<file path="src/rtl/multicycle_ctrl_if.sv">
// Control bundle between the multicycle main controller and its MIPS datapath.
// slave = controller side, master = datapath (or bench) side.
interface multicycle_ctrl_if #(
    parameter int COUNT_WIDTH = 32
);
    logic [5:0]             opcode;
    logic                   zero;
    logic                   mem_ready;
    logic                   pc_en;
    logic                   iord;
    logic                   memread;
    logic                   memwrite;
    logic                   irwrite;
    logic                   memtoreg;
    logic                   regdst;
    logic                   regwrite;
    logic                   alusrca;
    logic [1:0]             alusrcb;
    logic [1:0]             aluop;
    logic [1:0]             pcsource;
    logic [3:0]             state;
    logic                   illegal_op;
    logic [COUNT_WIDTH-1:0] instr_count;

    modport master (
        output opcode, zero, mem_ready,
        input  pc_en, iord, memread, memwrite, irwrite,
        input  memtoreg, regdst, regwrite, alusrca,
        input  alusrcb, aluop, pcsource,
        input  state, illegal_op, instr_count
    );

    modport slave (
        input  opcode, zero, mem_ready,
        output pc_en, iord, memread, memwrite, irwrite,
        output memtoreg, regdst, regwrite, alusrca,
        output alusrcb, aluop, pcsource,
        output state, illegal_op, instr_count
    );
endinterface

</file>
<file path="src/rtl/multicycle_ctrl.sv">
// Main controller for a word-addressed multicycle MIPS datapath:
// 3-5 states per instruction, memory states stall on mem_ready.
module multicycle_ctrl #(
    parameter bit MEM_WAIT_EN = 1'b1,
    parameter int COUNT_WIDTH = 32
) (
    input logic            clk,
    input logic            reset,
    multicycle_ctrl_if.slave bus
);
    typedef enum logic [3:0] {
        FETCH  = 4'd0,
        DECODE = 4'd1,
        MEMADR = 4'd2,
        MEMRD  = 4'd3,
        MEMWB  = 4'd4,
        MEMWR  = 4'd5,
        EXEC   = 4'd6,
        ALUWB  = 4'd7,
        BRANCH = 4'd8,
        ADDIEX = 4'd9,
        ADDIWB = 4'd10,
        JUMP   = 4'd11
    } state_t;

    typedef struct packed {
        logic       jump_en;
        logic       iord;
        logic       memread;
        logic       memwrite;
        logic       memtoreg;
        logic       regdst;
        logic       regwrite;
        logic       alusrca;
        logic [1:0] alusrcb;
        logic [1:0] aluop;
        logic [1:0] pcsource;
    } ctrl_t;

    localparam logic [5:0] OP_R    = 6'b000000;
    localparam logic [5:0] OP_J    = 6'b000010;
    localparam logic [5:0] OP_BEQ  = 6'b000100;
    localparam logic [5:0] OP_BNE  = 6'b000101;
    localparam logic [5:0] OP_ADDI = 6'b001000;
    localparam logic [5:0] OP_LW   = 6'b100011;
    localparam logic [5:0] OP_SW   = 6'b101011;

    state_t                 state_q;
    state_t                 nxt;
    ctrl_t                  ctrl_q;
    logic [5:0]             op_q;
    logic [COUNT_WIDTH-1:0] count_q;
    logic                   illegal_q;
    logic                   retire;
    logic                   bad;
    logic                   rdy;
    logic                   br_take;
    logic                   in_fetch;
    logic                   in_branch;
    logic                   op_mem;
    logic                   op_br;

    // Moore part of the outputs, looked up per state and registered
    function automatic ctrl_t ctrl_of(input state_t s);
        ctrl_t c;
        c = '0;
        case (s)
            FETCH: begin
                c.memread = 1'b1;
                c.alusrcb = 2'b01;
            end
            DECODE: c.alusrcb = 2'b11;
            MEMADR: begin
                c.alusrca = 1'b1;
                c.alusrcb = 2'b10;
            end
            MEMRD: begin
                c.iord    = 1'b1;
                c.memread = 1'b1;
            end
            MEMWB: begin
                c.memtoreg = 1'b1;
                c.regwrite = 1'b1;
            end
            MEMWR: begin
                c.iord     = 1'b1;
                c.memwrite = 1'b1;
            end
            EXEC: begin
                c.alusrca = 1'b1;
                c.aluop   = 2'b10;
            end
            ALUWB: begin
                c.regdst   = 1'b1;
                c.regwrite = 1'b1;
            end
            BRANCH: begin
                c.alusrca  = 1'b1;
                c.aluop    = 2'b01;
                c.pcsource = 2'b01;
            end
            ADDIEX: begin
                c.alusrca = 1'b1;
                c.alusrcb = 2'b10;
            end
            ADDIWB: c.regwrite = 1'b1;
            JUMP: begin
                c.pcsource = 2'b10;
                c.jump_en  = 1'b1;
            end
            default: c = '0;
        endcase
        return c;
    endfunction

    assign rdy    = MEM_WAIT_EN ? bus.mem_ready : 1'b1;
    assign op_mem = (bus.opcode == OP_LW) || (bus.opcode == OP_SW);
    assign op_br  = (bus.opcode == OP_BEQ) || (bus.opcode == OP_BNE);

    always_comb begin
        nxt    = FETCH;
        retire = 1'b0;
        bad    = 1'b0;
        case (state_q)
            FETCH:  nxt = rdy ? DECODE : FETCH;
            DECODE: begin
                unique case (1'b1)
                    op_mem:                   nxt = MEMADR;
                    (bus.opcode == OP_R):     nxt = EXEC;
                    op_br:                    nxt = BRANCH;
                    (bus.opcode == OP_ADDI):  nxt = ADDIEX;
                    (bus.opcode == OP_J):     nxt = JUMP;
                    default:                  bad = 1'b1;
                endcase
            end
            MEMADR: nxt = (op_q == OP_SW) ? MEMWR : MEMRD;
            MEMRD:  nxt = rdy ? MEMWB : MEMRD;
            MEMWR: begin
                nxt    = rdy ? FETCH : MEMWR;
                retire = rdy;
            end
            EXEC:   nxt = ALUWB;
            ADDIEX: nxt = ADDIWB;
            MEMWB, ALUWB, BRANCH, ADDIWB, JUMP: retire = 1'b1;
            default: nxt = FETCH;
        endcase
    end

    always_ff @(posedge clk) begin
        if (reset) begin
            state_q   <= FETCH;
            ctrl_q    <= ctrl_of(FETCH);
            op_q      <= '0;
            count_q   <= '0;
            illegal_q <= 1'b0;
        end else begin
            state_q <= nxt;
            ctrl_q  <= ctrl_of(nxt);
            if (state_q == DECODE)
                op_q <= bus.opcode;
            if (retire)
                count_q <= count_q + COUNT_WIDTH'(1);
            if (bad)
                illegal_q <= 1'b1;
        end
    end

    // Mealy terms: fetch completes on mem_ready, branch decides on zero
    assign in_fetch  = (state_q == FETCH);
    assign in_branch = (state_q == BRANCH);
    assign br_take   = (op_q == OP_BEQ) ? bus.zero : ~bus.zero;

    assign bus.pc_en    = ~reset & (ctrl_q.jump_en
                        | (in_fetch & rdy)
                        | (in_branch & br_take));
    assign bus.irwrite  = ~reset & in_fetch & rdy;
    assign bus.iord     = ~reset & ctrl_q.iord;
    assign bus.memread  = ~reset & ctrl_q.memread;
    assign bus.memwrite = ~reset & ctrl_q.memwrite;
    assign bus.memtoreg = ~reset & ctrl_q.memtoreg;
    assign bus.regdst   = ~reset & ctrl_q.regdst;
    assign bus.regwrite = ~reset & ctrl_q.regwrite;
    assign bus.alusrca  = ~reset & ctrl_q.alusrca;
    assign bus.alusrcb  = {2{~reset}} & ctrl_q.alusrcb;
    assign bus.aluop    = {2{~reset}} & ctrl_q.aluop;
    assign bus.pcsource = {2{~reset}} & ctrl_q.pcsource;

    assign bus.state       = state_q;
    assign bus.illegal_op  = illegal_q;
    assign bus.instr_count = count_q;
endmodule

</file>
<file path="src/flat_wrapper.sv">
// flat-port wrapper written by rule: the top's interface ports become plain ports
module multicycle_ctrl_flat 
#(
    parameter bit MEM_WAIT_EN = 1'b1,
    parameter int COUNT_WIDTH = 32
)
  (clk, reset, bus_opcode, bus_zero, bus_mem_ready, bus_pc_en, bus_iord, bus_memread, bus_memwrite, bus_irwrite, bus_memtoreg, bus_regdst, bus_regwrite, bus_alusrca, bus_alusrcb, bus_aluop, bus_pcsource, bus_state, bus_illegal_op, bus_instr_count);
  multicycle_ctrl_if #(.COUNT_WIDTH(COUNT_WIDTH)) bus_i ();
  input logic clk;
  input logic reset;
  input wire logic [$bits(bus_i.opcode)-1:0] bus_opcode;
  input wire logic [$bits(bus_i.zero)-1:0] bus_zero;
  input wire logic [$bits(bus_i.mem_ready)-1:0] bus_mem_ready;
  output wire logic [$bits(bus_i.pc_en)-1:0] bus_pc_en;
  output wire logic [$bits(bus_i.iord)-1:0] bus_iord;
  output wire logic [$bits(bus_i.memread)-1:0] bus_memread;
  output wire logic [$bits(bus_i.memwrite)-1:0] bus_memwrite;
  output wire logic [$bits(bus_i.irwrite)-1:0] bus_irwrite;
  output wire logic [$bits(bus_i.memtoreg)-1:0] bus_memtoreg;
  output wire logic [$bits(bus_i.regdst)-1:0] bus_regdst;
  output wire logic [$bits(bus_i.regwrite)-1:0] bus_regwrite;
  output wire logic [$bits(bus_i.alusrca)-1:0] bus_alusrca;
  output wire logic [$bits(bus_i.alusrcb)-1:0] bus_alusrcb;
  output wire logic [$bits(bus_i.aluop)-1:0] bus_aluop;
  output wire logic [$bits(bus_i.pcsource)-1:0] bus_pcsource;
  output wire logic [$bits(bus_i.state)-1:0] bus_state;
  output wire logic [$bits(bus_i.illegal_op)-1:0] bus_illegal_op;
  output wire logic [$bits(bus_i.instr_count)-1:0] bus_instr_count;
  assign bus_i.opcode = bus_opcode;
  assign bus_i.zero = bus_zero;
  assign bus_i.mem_ready = bus_mem_ready;
  assign bus_pc_en = bus_i.pc_en;
  assign bus_iord = bus_i.iord;
  assign bus_memread = bus_i.memread;
  assign bus_memwrite = bus_i.memwrite;
  assign bus_irwrite = bus_i.irwrite;
  assign bus_memtoreg = bus_i.memtoreg;
  assign bus_regdst = bus_i.regdst;
  assign bus_regwrite = bus_i.regwrite;
  assign bus_alusrca = bus_i.alusrca;
  assign bus_alusrcb = bus_i.alusrcb;
  assign bus_aluop = bus_i.aluop;
  assign bus_pcsource = bus_i.pcsource;
  assign bus_state = bus_i.state;
  assign bus_illegal_op = bus_i.illegal_op;
  assign bus_instr_count = bus_i.instr_count;
  multicycle_ctrl #(.MEM_WAIT_EN(MEM_WAIT_EN), .COUNT_WIDTH(COUNT_WIDTH)) u_core (.clk(clk), .reset(reset), .bus(bus_i));
endmodule
</file>
<file path="config.mk">
export PLATFORM = sky130hd
export DESIGN_NAME = multicycle_ctrl_flat
export DESIGN_NICKNAME = d
export VERILOG_FILES = /design/src/rtl/multicycle_ctrl_if.sv /design/src/rtl/multicycle_ctrl.sv /design/src/flat_wrapper.sv
export SDC_FILE = /design/constraint.sdc
export NUM_CORES = 1
export LEC_CHECK = 0
export CORE_MARGIN = 1
export CORE_UTILIZATION = 31
export CTS_BUF_LIST = sky130_fd_sc_hd__clkbuf_8
export CTS_CLUSTER_SIZE = 30
export DETAILED_ROUTE_END_ITERATION = 12
export PLACE_DENSITY_LB_ADDON = 0.15
export SYNTH_ARGS = -nofsm -noshare
export SYNTH_HDL_FRONTEND = slang
export SYNTH_SLANG_ARGS = --single-unit
</file>
<file path="constraint.sdc">
create_clock -name clk -period 2.5 [get_ports clk]
set_input_delay 0.75 -clock clk [delete_from_list [all_inputs] [get_ports clk]]
set_output_delay 0.75 -clock clk [all_outputs]
set_load 0.05 [all_outputs]
</file>
# == Word level (Yosys, flattened, before mapping) ==
# Index checks and enable logic that the tools add are counted.
# word_totals
reg_bits,57
input_bits,10
elab_cells,98
out_inout_bits,52
# classes
n_addsub,1
n_reduce_logical,12
n_bitwise,19
n_eq_ne,30
muxes,21
# ops
operator,count
$add 32x1->32 const B,1
$eq 4x3->1 const B,8
$eq 4x4->1 const B,8
$pmux 4 s7,1
$pmux 4 s5,1
$eq 6x3->1 const B,3
$eq 6x6->1 const B,3
$eq 4x2->1 const B,4
$and 1x1->1,12
$mux 1,12
$reduce_or 5->1,2
$mux 3,3
$eq 4x1->1 const B,2
$logic_not 4->1,2
$pmux 2 s2,2
$and 2x2->2,3
$eq 6x2->1 const B,1
$eq 6x4->1 const B,1
$logic_not 6->1,1
$pmux 2 s3,1
$reduce_or 2->1,3
$reduce_or 4->1,1
$reduce_or 3->1,1
$logic_or 1x1->1,2
3 further kinds,5

# == Depth between registers and ports, before layout ==
# depth
ltp_word,7
depth_mapped,8
depth_no_buf,6

# == Worst setup path before layout ==
# Ideal clock, no wire load.
# synth_path
path_kind,register -> output
startpoint,register u_core.op_q[1]
endpoint,output bus_pc_en
t_arrival_ns,2.240
required_time_ns,1.750
setup_slack_ns,-0.490
path_stages_with_launch,6
path_buffers,0
path_cell_list,dfxtp_1 or4b_2 nor3_1 xnor2_1 nand3_1 a31oi_1
# synth_between
elab_chain_cells,5
# synth_lines
element,line_no,rtl
start: declaration,multicycle_ctrl.sv:51,logic [5:0] op_q;
start signal: assignment,multicycle_ctrl.sv:160,op_q <= bus.opcode;
$eq 6x3->1,multicycle_ctrl.sv:171,assign br_take = (op_q == OP_BEQ) ? bus.zero : ~bus.zero;
$mux 1,multicycle_ctrl.sv:171,
$and 1x1->1,multicycle_ctrl.sv:175,| (in_branch & br_take));
$or 1x1->1,multicycle_ctrl.sv:175,
$and 1x1->1,multicycle_ctrl.sv:173,assign bus.pc_en = ~reset & (ctrl_q.jump_en
end: declaration,flat_wrapper.sv:14,output wire logic [$bits(bus_i.pc_en)-1:0] bus_pc_en;
# No other way between the ends.

# == Worst setup path in the final report ==
# layout_path
startpoint,register u_core.op_q[3]
endpoint,output bus_pc_en
# Same word-level chain as after synthesis.

==> qor.json <==
{
  "power": {
    "power-per-cell-area_nw_per_um2": 422,
    "report.power.total_mw": 1.70,
    "cellLeakagePower_nw": 1.37,
    "ir_drop_uv": 212
  },
  "clock_tree": {
    "clock_insertion_delay_worst_skew_ns": 0.31,
    "clk_root_buffer_cell": "sky130_fd_sc_hd__clkbuf_8",
    "htreeDepth": 2,
    "clkTransAtPathRegs_ns": 0.10,
    "cts-hold-fix-buffers": 0,
    "clock_tree_from_tritoncts": "done",
    "tritoncts_num_sinks": 56,
    "cts_buffers": 5,
    "cts-root-to-sink-buffers": 2
  },
  "yosys": {
    "post_synth.cell_area_avg_um2": 8.65,
    "synthSimpleGateAreaFrac": 0.366,
    "synth_top_cells_by_area": "sky130_fd_sc_hd__dfxtp_1, sky130_fd_sc_hd__xnor2_1, sky130_fd_sc_hd__nor2_1",
    "synthesis.nets": 336,
    "synth_xor_area_frac": 0.0872,
    "postSynthCellCount": 325,
    "synthesis.yosys.warnings": 0,
    "yosys.cell_types.count": 56,
    "syn_area_um2": 2810,
    "yosys-mux-area-fraction": 0.00356,
    "postSynthRegisterBits": 56,
    "post_synthesis_cell_type_with_the_largest_combined_area": "sky130_fd_sc_hd__dfxtp_1",
    "ys_dominant_reg_cell": "sky130_fd_sc_hd__dfxtp_1",
    "synth-compound-area-share": 0.0948,
    "synth_edf_count": 0,
    "synth_seq_area_share": 0.399,
    "main_combinational_cell_family_by_area_after_synthesis": "simple AND/OR/NAND/NOR gates",
    "synthAdderAreaFrac": 0.00445,
    "netlist.area_leader.share": 0.399,
    "synth-async-reset-ratio": 0
  },
  "global_route": {
    "met1_usage": 0.193,
    "grt_pass1_wl_um": 10900,
    "top_usage_layer": "met2",
    "vias_in_the_first_global_route": 2245,
    "antenna_found_initial": 0,
    "global_route.usage.met3": 0.0273,
    "grt_util_all_layers": 0.139,
    "grt_max_degree": 30,
    "grt_overflow_total": 0,
    "grt_util_met2": 0.219
  },
  "finish": {
    "area_delta_synth_final_pct": 43.3,
    "final_net_count": 420,
    "antenna_cells_inserted": 0,
    "final_layout_size_suffix_gt1_frac": 0.241,
    "finalInstanceArea_um2": 4030
  },
  "sta": {
    "number_of_failing_hold_endpoints_at_the_final_stage": 0,
    "period_share": 1.08,
    "slew_violations": 0,
    "achievable-frequency_mhz": 369,
    "clock_skew_ns": 0.0167,
    "totalNegativeSetupSlack_ns": -0.210,
    "worst-slew-pin-transition_ns": 0.568,
    "fin_crit_ns": 2.71,
    "final-setup-viol-count": 1,
    "maxSlewHeadroom": 0.621,
    "grt_setup_unrepaired": "true",
    "final.hold.worst_slack_ns": 0.487,
    "postLayoutSetupSlackWorst_ns": -0.210
  },
  "routing": {
    "drtPass1Iterations": 4,
    "drc_errors": 0,
    "post_drt_wl_per_cell_um": 12.3,
    "drt_initial_violations": 77,
    "dr_total_vias": 2428,
    "post_detailed_route_count_of_antenna_violating_nets": 0,
    "postRouteWirelength_um": 6360,
    "vias_per_cell": 4.69
  },
  "setup_path": {
    "worstPathMaxFanout": 2,
    "cp_data_arrival_time_ns": 1.96,
    "startpoint_type": "register",
    "critPathKind": "register to primary output",
    "endpoint_type_of_the_worst_setup_path": "primary output",
    "worstPathRequired_ns": 1.75
  },
  "die": {
    "fp.dieH_um": 97.2,
    "fp.coreArea_um2": 8760,
    "io_pins": 62,
    "dieArea_um2": 9450,
    "floorplan.initialDensity": 0.321,
    "row_count": 34,
    "dieWidth_um": 97.2
  },
  "job": {
    "drv.max_cap_violation_count": 0
  },
  "placement": {
    "gp_weighted_congestion": 0.817,
    "port_buffer_count": 61,
    "postPlaceCellArea_um2": 3860,
    "detailed_place_hpwl_um": 4590
  },
  "hold_path": {
    "hp-class": "register to register"
  },
  "outcome": {
    "failed_checks": "setup timing",
    "outcome": "finished, violations left"
  }
}
==> layer usage <==
| layer | part of all wire | routed length [um] |
|---|---|---|
| met5 | 0 | 0 |
| met4 | 0.0086 | 55 |
| met3 | 0.032 | 203 |
| met2 | 0.47 | 2960 |
| met1 | 0.49 | 3140 |
==> kinds of logic (layout without fill, tap and decap cells) <==
| family | Yosys count | in the layout |
|---|---|---|
| AOI/OAI and AO/OA | 43 | 43 |
| adders and majority gates | 1 | 1 |
| buffers and inverters | 26 | 111 |
| muxes | 1 | 1 |
| xor gates and xnor gates | 28 | 28 |
| DFF | 56 | 56 |
| and+or+nand+nor | 170 | 170 |
==> path summary, 6_finish.rpt <==
kind | cells past startpoint | slack [ns] | to | from
setup / recovery | 6 | -0.21 | bus_pc_en | u_core.op_q[3]
setup reg to reg | 7 | 0.37 | u_core.ctrl_q[12] | u_core.bus.state[2]
hold / removal | 2 | 0.49 | u_core.op_q[4] | u_core.op_q[4]
hold reg to reg | 2 | 0.49 | u_core.op_q[4] | u_core.op_q[4]
==> repair_timing <==
item / 4_1_cts / 5_1_grt
pin swaps: 5 / 5
setup buffers: 0 / 3
resized for setup: 4 / 5
endpoints found under the setup margin: 2 / 3
==> cell usage in the layout (no fill, tap or decap), types with 5 or more instances in the layout <==
cell and instances:
sky130_fd_sc_hd__a21oi_1 20, sky130_fd_sc_hd__buf_12 17, sky130_fd_sc_hd__buf_4 32, sky130_fd_sc_hd__clkbuf_8 5, sky130_fd_sc_hd__clkdlybuf4s50_1 40, sky130_fd_sc_hd__dfxtp_1 55, sky130_fd_sc_hd__inv_1 12, sky130_fd_sc_hd__nand2_1 27
sky130_fd_sc_hd__nand3_1 13, sky130_fd_sc_hd__nand4_1 5, sky130_fd_sc_hd__nor2_1 46, sky130_fd_sc_hd__nor2b_1 14, sky130_fd_sc_hd__nor3_1 5, sky130_fd_sc_hd__nor3_2 13, sky130_fd_sc_hd__nor4_2 8, sky130_fd_sc_hd__o21ai_1 6
sky130_fd_sc_hd__or3_1 9, sky130_fd_sc_hd__xnor2_1 24
==> power breakdown <==
part	internal (mW)	total (mW)	switching, mW	leakage [nW]
registers	0.903	0.914	0.0108	0.453
logic	0.0867	0.192	0.106	0.853
clock network	0.299	0.594	0.295	0.0599
total	1.29	1.70	0.412	1.37
==> critical path: stages, from the launching register on <==
cell,delay [ns]
sky130_fd_sc_hd__dfxtp_1,0.32
sky130_fd_sc_hd__or4b_4,0.54
sky130_fd_sc_hd__nor3_4,0.17
sky130_fd_sc_hd__xnor2_2,0.15
sky130_fd_sc_hd__nand3_2,0.12
sky130_fd_sc_hd__a31oi_4,0.20
sky130_fd_sc_hd__buf_12,0.16
==> flip-flops by register name, summed over array words and instances, names as in the netlist <==
name	count
u_core.op_q	6
u_core.bus.illegal_op	1
u_core.bus.instr_count	32
u_core.ctrl_q	13
u_core.bus.state	4
==> through the flow <==
stage               setup WS (ns)  cells   util
floorplan                  -0.178    325      -
global placement           -0.203    507  0.440
detailed placement         -0.197    507  0.440
CTS                        -0.301    515  0.454
global route               -0.304    518  0.460
finish                     -0.210    518  0.460
==> cells in the mapped netlist (2+ instances only) <==
library cell                n
sky130_fd_sc_hd__o21ai_1    6
sky130_fd_sc_hd__nor3_1     6
sky130_fd_sc_hd__nor3_2    13
sky130_fd_sc_hd__nand4_1    5
sky130_fd_sc_hd__a21oi_1   20
sky130_fd_sc_hd__or3_1      9
sky130_fd_sc_hd__nor2_1    47
sky130_fd_sc_hd__nand2_2    2
sky130_fd_sc_hd__nor3b_1    2
sky130_fd_sc_hd__xnor2_1   25
sky130_fd_sc_hd__or3b_1     2
sky130_fd_sc_hd__buf_4      3
sky130_fd_sc_hd__xor2_1     3
sky130_fd_sc_hd__nand2_1   27
sky130_fd_sc_hd__nor4_2     8
sky130_fd_sc_hd__nand3_1   14
sky130_fd_sc_hd__a31oi_1    2
sky130_fd_sc_hd__clkbuf_1   7
sky130_fd_sc_hd__nand2b_1   3
sky130_fd_sc_hd__o21ai_0    3
sky130_fd_sc_hd__nor2b_1   15
sky130_fd_sc_hd__dfxtp_1   56
sky130_fd_sc_hd__nand4_4    2
sky130_fd_sc_hd__a21o_1     2
sky130_fd_sc_hd__buf_6      2
sky130_fd_sc_hd__inv_1     11
==> area by class of cell <==
| cell class | instances | area, um^2 |
|---|---|---|
| fill | 880 | 4730 |
| multi-input combinational | 243 | 1610 |
| sequential | 56 | 1120 |
| timing repair buffer | 92 | 1010 |
| tap | 108 | 135 |
| clock buffer | 5 | 68.8 |
| clock inverter | 3 | 42.5 |
| inverter | 11 | 41.3 |
(Power assumes the default switching activity.)
